<file path="src/rtl/spi_arbiter.sv">
// Shares one SPI master between two requesters: round-robin grants,
// locked multi-transfer sequences, done routing and a stall watchdog.
module spi_arbiter #(
    parameter int unsigned TIMEOUT_CYC = 4096,
    parameter int unsigned TO_W        = 13,
    parameter logic [2:0]  SS_NONE     = 3'd0
) (
    input  logic        clk,
    input  logic        rst,
    input  logic        req0_wrt,
    input  logic [2:0]  req0_ss,
    input  logic [15:0] req0_data,
    input  logic        req0_lock,
    output logic        req0_done,
    input  logic        req1_wrt,
    input  logic [2:0]  req1_ss,
    input  logic [15:0] req1_data,
    input  logic        req1_lock,
    output logic        req1_done,
    output logic        spi_wrt,
    output logic [2:0]  spi_ss,
    output logic [15:0] spi_data,
    input  logic        spi_done,
    output logic        busy,
    output logic        owner,
    output logic        err_timeout
);

    typedef enum logic [1:0] {S_IDLE, S_XFER, S_HOLD} state_t;

    state_t state_q, state_d;
    logic owner_q, owner_d, rr_q, rr_d, lock_q, lock_d;
    logic pend0_q, pend0_d, pend1_q, pend1_d;
    logic [2:0] ss0_q, ss0_d, ss1_q, ss1_d;
    logic [15:0] dat0_q, dat0_d, dat1_q, dat1_d;
    logic lk0_q, lk0_d, lk1_q, lk1_d;
    logic [TO_W-1:0] wd_q, wd_d;
    logic wrt_q, wrt_d, done0_q, done0_d, done1_q, done1_d;
    logic err_q, err_d, busy_q, busy_d;
    logic [2:0] sso_q, sso_d;
    logic [15:0] dato_q, dato_d;

    // A request counts in the cycle its pulse arrives, giving 1-cycle grant latency
    logic e0, e1, el0, el1;
    logic [2:0] ess0, ess1;
    logic [15:0] ed0, ed1;
    logic wd_hit, launch, lsel;

    assign e0   = pend0_q | req0_wrt;
    assign e1   = pend1_q | req1_wrt;
    assign ess0 = pend0_q ? ss0_q : req0_ss;
    assign ess1 = pend1_q ? ss1_q : req1_ss;
    assign ed0  = pend0_q ? dat0_q : req0_data;
    assign ed1  = pend1_q ? dat1_q : req1_data;
    assign el0  = pend0_q ? lk0_q : req0_lock;
    assign el1  = pend1_q ? lk1_q : req1_lock;
    assign wd_hit = (wd_q == TO_W'(TIMEOUT_CYC - 1));

    always_comb begin
        state_d = state_q;
        owner_d = owner_q;
        rr_d    = rr_q;
        lock_d  = lock_q;
        pend0_d = pend0_q | req0_wrt;
        pend1_d = pend1_q | req1_wrt;
        ss0_d   = ss0_q;
        dat0_d  = dat0_q;
        lk0_d   = lk0_q;
        ss1_d   = ss1_q;
        dat1_d  = dat1_q;
        lk1_d   = lk1_q;
        wd_d    = (state_q == S_IDLE) ? '0 : wd_q + TO_W'(1);
        wrt_d   = 1'b0;
        sso_d   = sso_q;
        dato_d  = dato_q;
        done0_d = 1'b0;
        done1_d = 1'b0;
        err_d   = 1'b0;
        launch  = 1'b0;
        lsel    = owner_q;

        if (req0_wrt && !pend0_q) begin
            ss0_d  = req0_ss;
            dat0_d = req0_data;
            lk0_d  = req0_lock;
        end
        if (req1_wrt && !pend1_q) begin
            ss1_d  = req1_ss;
            dat1_d = req1_data;
            lk1_d  = req1_lock;
        end

        unique case (state_q)
            S_IDLE: begin
                if (e0 && e1) begin
                    launch = 1'b1;
                    lsel   = rr_q;
                    rr_d   = ~rr_q;
                end else if (e0 || e1) begin
                    launch = 1'b1;
                    lsel   = e1;
                end
            end
            S_XFER: begin
                if (spi_done || wd_hit) begin
                    done0_d = ~owner_q;
                    done1_d = owner_q;
                    sso_d   = SS_NONE;
                    err_d   = ~spi_done;
                    state_d = (spi_done && lock_q) ? S_HOLD : S_IDLE;
                end
            end
            S_HOLD: begin
                if (owner_q ? e1 : e0) begin
                    launch = 1'b1;
                end else if (wd_hit) begin
                    err_d   = 1'b1;
                    sso_d   = SS_NONE;
                    state_d = S_IDLE;
                end
            end
            default: state_d = S_IDLE;
        endcase

        if (launch) begin
            state_d = S_XFER;
            owner_d = lsel;
            wrt_d   = 1'b1;
            sso_d   = lsel ? ess1 : ess0;
            dato_d  = lsel ? ed1 : ed0;
            lock_d  = lsel ? el1 : el0;
            if (lsel) pend1_d = 1'b0;
            else      pend0_d = 1'b0;
        end

        if (state_d != state_q) wd_d = '0;
        busy_d = (state_d != S_IDLE) || pend0_d || pend1_d;
    end

    always_ff @(posedge clk) begin
        if (rst) begin
            state_q <= S_IDLE;
            owner_q <= 1'b0;
            rr_q    <= 1'b0;
            lock_q  <= 1'b0;
            pend0_q <= 1'b0;
            pend1_q <= 1'b0;
            ss0_q   <= '0;
            dat0_q  <= '0;
            lk0_q   <= 1'b0;
            ss1_q   <= '0;
            dat1_q  <= '0;
            lk1_q   <= 1'b0;
            wd_q    <= '0;
            wrt_q   <= 1'b0;
            sso_q   <= SS_NONE;
            dato_q  <= '0;
            done0_q <= 1'b0;
            done1_q <= 1'b0;
            err_q   <= 1'b0;
            busy_q  <= 1'b0;
        end else begin
            state_q <= state_d;
            owner_q <= owner_d;
            rr_q    <= rr_d;
            lock_q  <= lock_d;
            pend0_q <= pend0_d;
            pend1_q <= pend1_d;
            ss0_q   <= ss0_d;
            dat0_q  <= dat0_d;
            lk0_q   <= lk0_d;
            ss1_q   <= ss1_d;
            dat1_q  <= dat1_d;
            lk1_q   <= lk1_d;
            wd_q    <= wd_d;
            wrt_q   <= wrt_d;
            sso_q   <= sso_d;
            dato_q  <= dato_d;
            done0_q <= done0_d;
            done1_q <= done1_d;
            err_q   <= err_d;
            busy_q  <= busy_d;
        end
    end

    assign req0_done   = done0_q;
    assign req1_done   = done1_q;
    assign spi_wrt     = wrt_q;
    assign spi_ss      = sso_q;
    assign spi_data    = dato_q;
    assign busy        = busy_q;
    assign owner       = owner_q;
    assign err_timeout = err_q;

endmodule

</file>
<file path="config.mk">
export PLATFORM = sky130hd
export DESIGN_NAME = spi_arbiter
export DESIGN_NICKNAME = d
export VERILOG_FILES = /design/src/rtl/spi_arbiter.sv
export SDC_FILE = /design/constraint.sdc
export NUM_CORES = 1
export LEC_CHECK = 0
export ABC_AREA = 1
export BUFFER_PORTS_ARGS = -buffer_cell sky130_fd_sc_hd__buf_4
export CAP_MARGIN = 20
export CORE_ASPECT_RATIO = 1.2
export CORE_UTILIZATION = 50
export DETAILED_ROUTE_END_ITERATION = 7
export PLACE_DENSITY = 0.81
export SLEW_MARGIN = 30
export SYNTH_ARGS = -nofsm -noshare
export SYNTH_HDL_FRONTEND = slang
export SYNTH_SLANG_ARGS = --single-unit
</file>
<file path="constraint.sdc">
create_clock -name clk -period 2.7 [get_ports clk]
set_input_delay 0.27 -clock clk [delete_from_list [all_inputs] [get_ports clk]]
set_output_delay 0.27 -clock clk [all_outputs]
set_load 0.05 [all_outputs]
</file>
==> impl_results.md <==
* Status: finished clean
* Worst EP required at 2950 ps
* Syn nets at 560
* CP Class: register to register
* Die Height at between 90 and 100 um
* Clk pwr share at between 20% and 30%
* Adder-Cell Fraction of Synth Area at between 1.5 and 2%
* DR vias at roughly 3500
* Placed cell count at between 600 and 700
* Die span in x at around 82 um
* Boundary Pins at 70
* Row Count at 34
* Final wirelength at slightly above 9000 um
* IO buf count at 69
* Post-CTS Setup Inserts at 0
* Setup Skew at just over 9 ps
* Main combinational cell family by area after synthesis: simple AND/OR/NAND/NOR gates
* Cell variety after synth at 35
* Worst setup margin at between 500 and 600 ps
* Static leakage at ~0.0020 uW
* Top cell type's share of synthesized area at a little over two fifths
* Simple-Gate Fraction of Synth Area at roughly a quarter
* Mux cell area share after synthesis at under 10%
* Yosys warnings at 0
* # nets final at 620
* Fin Setup TNS at 0 ps
* Area contributors post-synth: dfxtp_1 43%, nand2_1 8.9%, nor2_1 6.1%
* Clock slew at the register clock pins of the worst setup and hold paths at 80 ps
* CTS root buf: clkbuf_8
* Switching portion of total power at approximately a third
* Finished Cell Area at between 0.004 and 0.005 mm^2
* Compound-Gate Fraction of Synth Area at about 18%
* Final Hold Viols at 0
* Internal power at between 2000 and 2500 uW
* CTS sink cnt at 84
* Post-synth EDFFs at 0
* DRC viols at 0
* Flop pwr share at between 40% and 50%
* Initial Utilization at a little over half
* Initial DRC count at about 260
* Layout cells sized above 1 at between 20% and 30%
* Hold buffer count at CTS at 0
* Seq cells post-synth at 84
* CTS-repair resized insts at 0
* Pre-antenna DRT Iters at 5
* Fillcell total at 668
* Slew headroom at about 60%
* Area growth from synthesis to layout at 18.8%
* Vias in the first global route at 3365
* Final Hold Slack at ~140 ps
* CP Max Fanout at 23
* DR WL/cell at roughly 14 um
* Num CTS Buffers at 9
* CTS H-tree depth at 3
* Tightest Pin Transition at 620 ps
* Max Slew Vio Count at 0
* Die area at 0.00813 mm^2
* First-pass GRT wire length at 14900 um
* # setup viols final at 0
* DP HPWL at about 6600 um
* Synth Cell Area at around 0.0039 mm^2
* Synth area leader: dfxtp_1
* Global Route Usage Sum at 24.0%
* XOR/XNOR share of the synthesized area at roughly 2.0%
* Worst Setup Start Kind: register
* Highest clock rate at ~460 MHz
* Placed Area at roughly 0.0044 mm^2
* Gate power share at 26.7%
* Tcrit/Tclk final at between 80% and 90%
* Power density cells at 688 mW/mm^2
* Maximum buffer depth of the clock tree at 2
* Final ANT Viol Nets at 0
* Ys flop type: dfxtp_1
* Via/cell ratio at about 5.4
* Setup WS pre-CTS at roughly 540 ps
* Largest net degree at the start of global routing at 39
* Ys async rst share at 0%
* RSZ-0062 raised after global routing: no
* Antenna violations before repair at 0
* Max-cap violation count at 0
* CP Data Arrival Time at 2430 ps
* Layout Cells excl Fill at around 660
* Crit. End Element: register
* Final min period at about 2200 ps
* N_diodes at 0
* VDD IR-drop max at about 0.00043 V
* GRT overflow at 0
* Syn avg cell area at roughly 7.6 um^2
* CORE AREA at 0.00740 mm^2
* CTS tree: yes
* Most common cell in the netlist: nand2_1
* Min-Delay Path Class: input port to register
* Mapped Cells at 509
* Sequential fraction of the synthesis area at 43.3%
* Clock Latency Late Sink at 360 ps
* Placer Congestion at ~0.90
* Top cells by count, synth: 92 x nand2_1, 84 x dfxtp_1, 63 x nor2_1
* Net switching power at between 1000 and 1500 uW
-- power groups by stage --
stage	Combinational (uW)	Sequential (uW)	Clock, uW
5_1_grt	926	1460	941
2_1_floorplan	425	1640	0
6_report	848	1440	887
3_3_place_gp	822	1470	0
3_5_place_dp	842	1470	0
4_1_cts	846	1440	902
-- layout by cell type (no fill, tap or decap), types with 2 or more instances in the layout --
master,count
a21oi_1,16
buf_4,74
inv_1,50
xor2_1,4
ha_1,6
nor2_1,61
nand2_1,92
or2_2,8
inv_2,6
o21ai_0,43
dfxtp_1,84
a211oi_1,14
o21ai_1,2
nand3_1,10
nor2_2,14
xnor2_1,5
o211ai_1,17
nand4_1,3
o21a_1,2
nor2_4,2
a31oi_1,17
o22ai_1,3
nand2_2,8
nand3_2,2
clkbuf_8,11
mux2i_1,8
-- final timing paths --
kind,startpoint,slack [ps],end,cells past startpoint
min,req1_ss[1],140,ss1_q[1],3
min reg2reg,lk1_q,470,lk1_q,2
max,state_q[0],520,wd_q[2],10
max reg2reg,state_q[0],520,wd_q[2],10
-- sequential cells by signal (all words and copies together), names as in the netlist --
name	cells
spi_ss	3
spi_wrt	1
lk0_q	1
req0_done	1
busy	1
lock_q	1
spi_data	16
wd_q	13
ss0_q	3
dat1_q	16
rr_q	1
pend1_q	1
dat0_q	16
err_timeout	1
owner	1
req1_done	1
pend0_q	1
state_q	2
lk1_q	1
ss1_q	3
-- cell families after synthesis --
| kind of cell | after synthesis |
|---|---|
| buffers and inverters | 82 |
| flip-flops | 84 |
| AO/OA/AOI/OAI | 115 |
| multiplexers | 8 |
| XOR/XNOR | 9 |
| adder cells (fa/ha/maj) | 6 |
| AND/OR/NAND/NOR | 205 |
-- worst max-delay path, stage by stage (launching register included) --
cell     delay, ps
dfxtp_1        460
inv_1          130
ha_1           270
o21ai_1        120
nand2_2        120
inv_2          350
nand3_1        130
nand2_1         70
inv_1           50
nand3_2        280
nor2_1          80
-- stage by stage --
stage	util [%]	power, uW
after floorplan	-	2070
after global placement	59.8	2290
after detailed placement	59.8	2310
after CTS	62.4	3190
after global routing	62.4	3320
final	62.4	3180
-- area by class of cell --
type                       instances  area [um^2]  share of cell area, %
clock inverter                     2         35.0                  0.759
inverter                          57          214                   4.63
tap                               90          113                   2.44
timing repair buffer              74          556                   12.0
clock buffer                      12          155                   3.36
sequential                        84         1680                   36.4
multi-input combinational        343         1860                   40.4
-- per-layer routing --
metal	up-vias	GRT usage, %	part of all wire, %
met5	-	0	0
met4	0	8.37	0.99
met3	10	6.94	6.9
met2	116	38.2	47
met1	1643	30.5	45
li1	1780	-	-
Power figures use the tool's default switching activity.
